**src/rtl/multicycle_control.sv**
```systemverilog
// Multi-cycle LEGv8 control FSM: sequences fetch/decode/execute/memory/writeback,
// handshakes with variable-latency memories under a watchdog, and counts retired instructions.
module multicycle_control #(
  parameter int MEM_TIMEOUT = 16,
  parameter int CNT_W       = 32,
  parameter int TO_W        = 8
) (
  input  logic             CLK,
  input  logic             Reset_L,
  input  logic [10:0]      Opcode,
  input  logic             imem_ready,
  input  logic             dmem_ready,
  output logic             imem_req,
  output logic             IRWrite,
  output logic             PCWrite,
  output logic             PCWriteCond,
  output logic             PCSrc,
  output logic             Reg2Loc,
  output logic             ALUSrc,
  output logic [1:0]       ALUOp,
  output logic             MemRead,
  output logic             MemWrite,
  output logic             MemToReg,
  output logic             RegWrite,
  output logic             illegal_op,
  output logic             fault,
  output logic [2:0]       state_o,
  output logic [CNT_W-1:0] retired
);

  typedef enum logic [2:0] {
    S_FETCH  = 3'd0,
    S_DECODE = 3'd1,
    S_EXEC   = 3'd2,
    S_MEM    = 3'd3,
    S_WB     = 3'd4,
    S_FAULT  = 3'd7
  } state_t;

  typedef enum logic [2:0] {
    C_NOP     = 3'd0,
    C_RTYPE   = 3'd1,
    C_LDUR    = 3'd2,
    C_STUR    = 3'd3,
    C_CBZ     = 3'd4,
    C_B       = 3'd5,
    C_ILLEGAL = 3'd6
  } op_class_t;

  // A timeout of zero disables the watchdog; WD_LAST is then never consulted.
  localparam bit             WD_EN   = (MEM_TIMEOUT != 0);
  localparam logic [TO_W-1:0] WD_LAST = TO_W'(MEM_TIMEOUT - 1);

  function automatic op_class_t decode_op(input logic [10:0] op);
    op_class_t c;
    c = C_ILLEGAL;
    casez (op)
      11'b10001011000,
      11'b11001011000,
      11'b10001010000,
      11'b10101010000: c = C_RTYPE;
      11'b11111000010: c = C_LDUR;
      11'b11111000000: c = C_STUR;
      11'b10110100???: c = C_CBZ;
      11'b000101?????: c = C_B;
      default:         c = C_ILLEGAL;
    endcase
    return c;
  endfunction

  state_t            state_r, state_s;
  op_class_t         class_r, class_s;
  logic [TO_W-1:0]   wait_cnt_r, wait_s;
  logic [CNT_W-1:0]  retired_r;
  logic              retire_s;
  op_class_t         dec_class_s;
  logic              wd_expire_s;
  logic              rb_from_rd_s;

  assign dec_class_s  = decode_op(Opcode);
  assign wd_expire_s  = WD_EN && (wait_cnt_r == WD_LAST);
  assign rb_from_rd_s = (class_r == C_STUR) || (class_r == C_CBZ);
  assign state_o      = state_r;
  assign retired      = retired_r;

  // State, latched class, watchdog and retire counter registers.
  always_ff @(posedge CLK or negedge Reset_L) begin
    if (!Reset_L) begin
      state_r    <= S_FETCH;
      class_r    <= C_NOP;
      wait_cnt_r <= {TO_W{1'b0}};
      retired_r  <= {CNT_W{1'b0}};
    end else begin
      state_r    <= state_s;
      class_r    <= class_s;
      wait_cnt_r <= wait_s;
      if (retire_s) begin
        retired_r <= retired_r + CNT_W'(1);
      end else begin
        retired_r <= retired_r;
      end
    end
  end

  // Next-state, watchdog and control-output decode.
  always_comb begin
    state_s     = state_r;
    class_s     = class_r;
    wait_s      = {TO_W{1'b0}};
    retire_s    = 1'b0;
    imem_req    = 1'b0;
    IRWrite     = 1'b0;
    PCWrite     = 1'b0;
    PCWriteCond = 1'b0;
    PCSrc       = 1'b0;
    Reg2Loc     = 1'b0;
    ALUSrc      = 1'b0;
    ALUOp       = 2'b00;
    MemRead     = 1'b0;
    MemWrite    = 1'b0;
    MemToReg    = 1'b0;
    RegWrite    = 1'b0;
    illegal_op  = 1'b0;
    fault       = 1'b0;
    case (state_r)
      S_FETCH: begin
        imem_req = 1'b1;
        if (imem_ready) begin
          IRWrite = 1'b1;
          PCWrite = 1'b1;
          PCSrc   = 1'b0;
          state_s = S_DECODE;
        end else if (wd_expire_s) begin
          state_s = S_FAULT;
        end else begin
          wait_s = wait_cnt_r + TO_W'(1);
        end
      end
      S_DECODE: begin
        class_s = dec_class_s;
        // Reg2Loc must be valid while the register file is read this cycle.
        Reg2Loc = (dec_class_s == C_STUR) || (dec_class_s == C_CBZ);
        if (dec_class_s == C_ILLEGAL) begin
          illegal_op = 1'b1;
          state_s    = S_FETCH;
        end else begin
          state_s = S_EXEC;
        end
      end
      S_EXEC: begin
        Reg2Loc = rb_from_rd_s;
        case (class_r)
          C_RTYPE: begin
            ALUOp   = 2'b10;
            state_s = S_WB;
          end
          C_LDUR, C_STUR: begin
            ALUOp   = 2'b00;
            ALUSrc  = 1'b1;
            state_s = S_MEM;
          end
          C_CBZ: begin
            ALUOp       = 2'b01;
            PCWriteCond = 1'b1;
            PCSrc       = 1'b1;
            state_s     = S_FETCH;
            retire_s    = 1'b1;
          end
          C_B: begin
            PCWrite  = 1'b1;
            PCSrc    = 1'b1;
            state_s  = S_FETCH;
            retire_s = 1'b1;
          end
          default: begin
            state_s = S_FETCH;
          end
        endcase
      end
      S_MEM: begin
        ALUOp    = 2'b00;
        ALUSrc   = 1'b1;
        Reg2Loc  = rb_from_rd_s;
        MemRead  = (class_r == C_LDUR);
        MemWrite = (class_r == C_STUR);
        if (dmem_ready) begin
          if (class_r == C_LDUR) begin
            state_s = S_WB;
          end else begin
            state_s  = S_FETCH;
            retire_s = (class_r == C_STUR);
          end
        end else if (wd_expire_s) begin
          state_s = S_FAULT;
        end else begin
          wait_s = wait_cnt_r + TO_W'(1);
        end
      end
      S_WB: begin
        RegWrite = 1'b1;
        MemToReg = (class_r == C_LDUR);
        state_s  = S_FETCH;
        retire_s = 1'b1;
      end
      S_FAULT: begin
        fault = 1'b1;
      end
      default: begin
        state_s = S_FETCH;
      end
    endcase
  end

endmodule

```
**config.mk**
```make
export PLATFORM = sky130hd
export DESIGN_NAME = multicycle_control
export DESIGN_NICKNAME = d
export VERILOG_FILES = /design/src/rtl/multicycle_control.sv
export SDC_FILE = /design/constraint.sdc
export NUM_CORES = 1
export LEC_CHECK = 0
export ABC_AREA = 1
export CAP_MARGIN = 20
export CORE_ASPECT_RATIO = 0.8
export CORE_MARGIN = 2
export CORE_UTILIZATION = 45
export CTS_BUF_LIST = sky130_fd_sc_hd__clkbuf_4 sky130_fd_sc_hd__clkbuf_8
export CTS_CLUSTER_DIAMETER = 50
export DETAILED_ROUTE_END_ITERATION = 10
export PLACE_DENSITY = 0.69
export SYNTH_ARGS = -nofsm -noshare
export SYNTH_HDL_FRONTEND = slang
export SYNTH_SLANG_ARGS = --single-unit
```
**constraint.sdc**
```tcl
create_clock -name CLK -period 4.12 [get_ports CLK]
set_input_delay 0.824 -clock CLK [delete_from_list [all_inputs] [get_ports CLK]]
set_output_delay 0.824 -clock CLK [all_outputs]
set_load 0.005 [all_outputs]
```
==> out/qor.txt, run 1 <==
clk sink count: 46
Worst Max-Slew Pin Slew: 0.849 ns
ant diodes: 0
GR Util All Layers: 22.4%
clk root buf: clkbuf_8
vias in the first global route: 2723
DRT iter0 DRCs: 162
Setup WS pre-CTS: 0.763 ns
final setup violating endpoints: 0
RD Place Congestion: 0.933
Die W: 95.8 µm
worst path bufs/invs: 3
part of the cycle the worst path needs: 81.3%
Area Overhead vs Synth: 27.7%
type of the worst setup path: in -> out
r2r endpoint: retired[6]
RSZ-0062 raised after global routing: no
FP Rows: 26
final hold vios: 0
sequential power share: 54.5%
Final ANT Viol Nets: 0
clk_skew: 0.00418 ns
slowest CP cell: clkdlybuf4s50_1
register bit total from synthesis: 46
Critical Path Max Stage Delay: 0.52 ns
Critical Path Start: Opcode[10]
Clk network pwr share: 41.4%
dominant synthesized flop cell: dfrtp_1
Routed WL per cell: 13.0 µm
residual DRC count: 0
remaining global-route overflow: 0
wire length of the first global-routing pass: 13100 µm
Chip Height: 77.5 µm
post-synth net total: 484
Sw Ratio: 21.7%
worst hold path class: in -> async
cts hold-fix bufs: 0
post-synthesis cell type count: 25
Port Buffers: 64
Max Clk Rate: 298 MHz
Worst R2R Path Depth: 9
critical path's top delay family: buffers and inverters
routed wire length: 8030 µm
Post-DP Area: 3740 µm²
RR Startpoint: state_o[2]
Yosys top cell by area: dfrtp_1
Core ar.: 6470 µm²
CTS Buf Count: 5
Peak supply drop: 0.181 mV
CP startpoint kind: input pin
Lkg Pwr: 1.82 nW
cell count along the critical path: 10
Worst Setup EP: Reg2Loc
Synth area leaders: dfrtp_1, nand2_1, nor2_1
Clock Tree Buf Depth: 2
initial antenna violation count: 0
worst relative slew slack: 43.0%
synth cell count leaders: nand2_1, nor2_1, dfrtp_1
I/O pins: 65
syn avg cell area: 6.50 µm²
CP Cell Sequence: clkdlybuf4s50_1 -> inv_1 -> nor2_1 -> nand3_1 -> nand2_1 -> nand2_1 -> nand4_1 -> nand2_1 -> nand2_1 -> clkdlybuf4s50_1
Max Transition Viols Final: 0
crit-path max FO: 5
CTS resizes: 0
Post-CTS Setup Inserts: 0
Hold Worst Slack: 0.420 ns
Critical Path AT: 2.53 ns
Cells after Synth: 467
synth warn: 0
Starting Density: 46.9%
final setup margin: 0.769 ns
worst endpoint required time: 3.30 ns
status: finished clean
Clock Latency Late Sink: 0.30 ns
Synth top area share: 37.9%
top-count cell post-synth: nand2_1
vias per cell: 4.93
r2r setup slk: 2.02 ns
Pre-antenna DRT Iters: 5
CP Capture Type: output port
CTS tree: yes
async set-or-reset flop fraction in the synthesized netlist: 100%
post-route setup TNS: 0 ns
layout cells sized above 1: 3.54%
Switch Pwr: 0.000180 W
largest net degree at the start of global routing: 47
NumNets Final: 552
EDFF count, synth: 0
post-route minimum period: 3.35 ns
Logic pwr share: 4.1%
sequential share of the synthesized area: 37.9%
DIE AREA: 7430 µm²
hpwl dp: 6110 µm
total of max-cap violations: 0
# H-tree levels: 2
final instance area: 3880 µm²
via count: 3055
Mapped Area: 3040 µm²
CP most frequent cell: nand2_1
clock-pin slew on the worst setup and hold paths: 0.09 ns
power density over cell area: 213 nW/µm²
Internal Pwr Total: 0.000648 W
[power groups by stage]
stage               combinational [W]  sequential (W)  clock (W)
floorplan                  0.00000635        0.000460          0
global placement            0.0000315        0.000460          0
detailed placement          0.0000325        0.000460          0
CTS                         0.0000325        0.000451   0.000353
global route                0.0000382        0.000451   0.000373
finish                      0.0000339        0.000451   0.000342
[cell type report]
class                      instances  area (µm²)
clock buffer                       5        68.8
clock inverter                     3        45.0
fill                             612        2590
inverter                          43         161
multi-input combinational        373        1680
tap                               84         105
timing repair buffer              66         663
sequential                        46        1150
[cell usage in the layout, fill, tap and decap left out, drive strengths merged]
cell type and n:
nor3b 2, nand2 200, clkbuf 5, ha 2, nand4 8, inv 43
clkinvlp 2, a21oi 2, bufinv 1, o21ai 13, nand3b 15, dfrtp 46
buf 3, o21bai 2, and2 3, nor3 8, nand3 18, xor2 15
xnor2 3, nor2 82, clkdlybuf4s50 63
[through the flow]
step	total power [W]	utilization (%)	cells
6_report	0.000827	59.9	620
5_1_grt	0.000862	59.9	620
4_1_cts	0.000837	59.6	619
3_5_place_dp	0.000493	57.8	611
3_3_place_gp	0.000492	57.8	611
2_1_floorplan	0.000467	-	467
[registers in the layout, summed over array words and instances, names as in the netlist]
signal      count
wait_cnt_r      8
retired        32
state_o         3
class_r         3
[worst min path at each step]
stage | slack [ns] | startpoint | to | cells after the start
after floorplan | 0.43 | wait_cnt_r[0] | wait_cnt_r[0] | 1
after global placement | 0.46 | wait_cnt_r[0] | wait_cnt_r[0] | 1
after detailed placement | 0.47 | wait_cnt_r[0] | wait_cnt_r[0] | 1
after CTS | 0.48 | wait_cnt_r[0] | wait_cnt_r[0] | 1
after global routing | 0.43 | Reset_L | retired[0] | 1
final | 0.42 | Reset_L | retired[4] | 1
[per-layer routing]
metal,track usage (%),up-vias,share of wire (%)
li1,-,1585,-
met1,35.6,1391,52
met2,32.5,77,42
met3,3.40,2,5.3
met4,3.43,0,0.51
met5,0,-,0
[cell families (layout without fill, tap and decap cells)]
family | count (synthesis) | in the layout | synth area share [%]
fa+ha+maj | 2 | 2 | 0.824
simple gates | 336 | 336 | 46.4
compound gates | 17 | 17 | 3.09
xor+xnor | 18 | 18 | 5.19
flops | 46 | 46 | 37.9
buf+inv | 48 | 117 | 6.63
Power figures use the tool's default switching activity.
==> run 2: changes to the inputs <==
- clock period: 4.12 -> 3.1 ns (I/O delays scaled with it)
==> out/qor.txt, run 2 (synthesis results as in run 1) <==
status: finished clean
clock-pin slew on the worst setup and hold paths: 0.09 ns
RSZ-0062 raised after global routing: no
final setup violating endpoints: 0
slowest CP cell: clkdlybuf4s50_1
Port Buffers: 64
post-route minimum period: 2.92 ns
type of the worst setup path: in -> out
clk_skew: 0.00750 ns
hpwl dp: 6270 µm
worst relative slew slack: 65.3%
register area: 1150 µm²
max reg flops: 32
placed cells: 612
crit-path max FO: 5
NumNets Final: 553
DIE AREA: 7430 µm²
post-route setup TNS: 0 ns
Core ar.: 6470 µm²
Max Transition Viols Final: 0
CTS resizes: 0
cts hold-fix bufs: 0
routed wire length: 8160 µm
Multi-input gate area: 1680 µm²
total of max-cap violations: 0
part of the cycle the worst path needs: 94.2%
ant diodes: 0
Worst Max-Slew Pin Slew: 0.519 ns
RD Place Congestion: 0.956
number of fillers in the final layout: 626
Clock Latency Late Sink: 0.30 ns
CP startpoint kind: input pin
worst path bufs/invs: 3
clk sink count: 46
CP Capture Type: output port
DRT iter0 DRCs: 204
Pre-antenna DRT Iters: 5
Die W: 95.8 µm
Lkg Pwr: 1.82 nW
final hold vios: 0
Post-DP Area: 3750 µm²
final instance area: 3870 µm²
leading cell type in the layout, fill and taps excluded: nand2_1
initial antenna violation count: 0
# H-tree levels: 2
FP Rows: 26
Routed WL per cell: 13.1 µm
Max Clk Rate: 342 MHz
CTS tree: yes
I/O pins: 65
fin cells: 621
CP Cell Sequence: clkdlybuf4s50_1 -> inv_1 -> nor2_1 -> nand3_1 -> nand2_1 -> nand2_1 -> nand4_1 -> nand2_1 -> nand2_1 -> clkdlybuf4s50_1
vias per cell: 5.05
layout cells sized above 1: 3.72%
vias in the first global route: 2762
GR Util All Layers: 22.9%
most frequent cells in the layout: nand2_1, nor2_1, clkdlybuf4s50_1, dfrtp_1, inv_1
largest net degree at the start of global routing: 47
worst endpoint required time: 2.48 ns
r2r setup slk: 1.11 ns
remaining global-route overflow: 0
critical path's top delay family: buffers and inverters
via count: 3137
Critical Path AT: 2.30 ns
Critical Path Max Stage Delay: 0.52 ns
Chip Height: 77.5 µm
Final ANT Viol Nets: 0
worst hold path class: in -> async
clk root buf: clkbuf_8
Area Overhead vs Synth: 27.3%
Starting Density: 46.9%
Post-CTS Setup Inserts: 0
residual DRC count: 0
power density over cell area: 267 nW/µm²
Peak supply drop: 0.233 mV
CP most frequent cell: nand2_1
CTS Buf Count: 5
Clock Tree Buf Depth: 2
wire length of the first global-routing pass: 13400 µm
run 2: layer usage:
| metal | global-route usage (%) | wire [µm] | vias to the layer above |
|---|---|---|---|
| met2 | 33.2 | 3470 | 98 |
| met4 | 3.86 | 35 | 0 |
| met5 | 0 | 0 | - |
| met3 | 3.50 | 422 | 2 |
| li1 | - | - | 1585 |
| met1 | 36.2 | 4230 | 1452 |
run 2: path summary, 6_finish.rpt:
kind	startpoint	depth (start not counted)	endpoint
hold reg to reg	wait_cnt_r[0]	1	wait_cnt_r[0]
min in group CLK	wait_cnt_r[0]	1	wait_cnt_r[0]
hold / removal	Reset_L	1	retired[15]
max in group asynchronous	Reset_L	2	retired[19]
setup / recovery	Opcode[10]	10	Reg2Loc
setup reg to reg	state_o[0]	6	retired[6]
run 2: layout make-up:
cell class,instances,area share (%)
inverter,43,4.17
multi-input combinational,373,43.6
clock inverter,3,0.647
tap,84,2.72
sequential,46,29.8
clock buffer,5,1.78
timing repair buffer,67,17.3
run 2: worst reg2reg max path: cells and delay by family (launching register included):
kind | cells | cell delay (ns)
buffers and inverters | 2 | 0.70
and+or+nand+nor | 3 | 0.52
AOI/OAI and AO/OA | 1 | 0.16
DFF | 1 | 0.47
run 2: report_power, final:
group | leakage (nW) | switching (W) | internal [W] | total, W
Combinational | 1.18 | 0.0000240 | 0.0000211 | 0.0000451
Sequential | 0.596 | 0.0000000241 | 0.000600 | 0.000600
Clock | 0.0447 | 0.000225 | 0.000163 | 0.000389
run 2: per-stage QoR:
stage	util (%)	power, W	setup WS [ns]	hold slack [ns]
after floorplan	-	0.000620	1.22	0.324
after global placement	58.0	0.000654	0.232	0.458
after detailed placement	58.0	0.000654	0.186	0.468
after CTS	59.4	0.00104	0.183	0.482
after global routing	59.7	0.00108	0.0170	0.308
final	59.7	0.00103	0.179	0.279
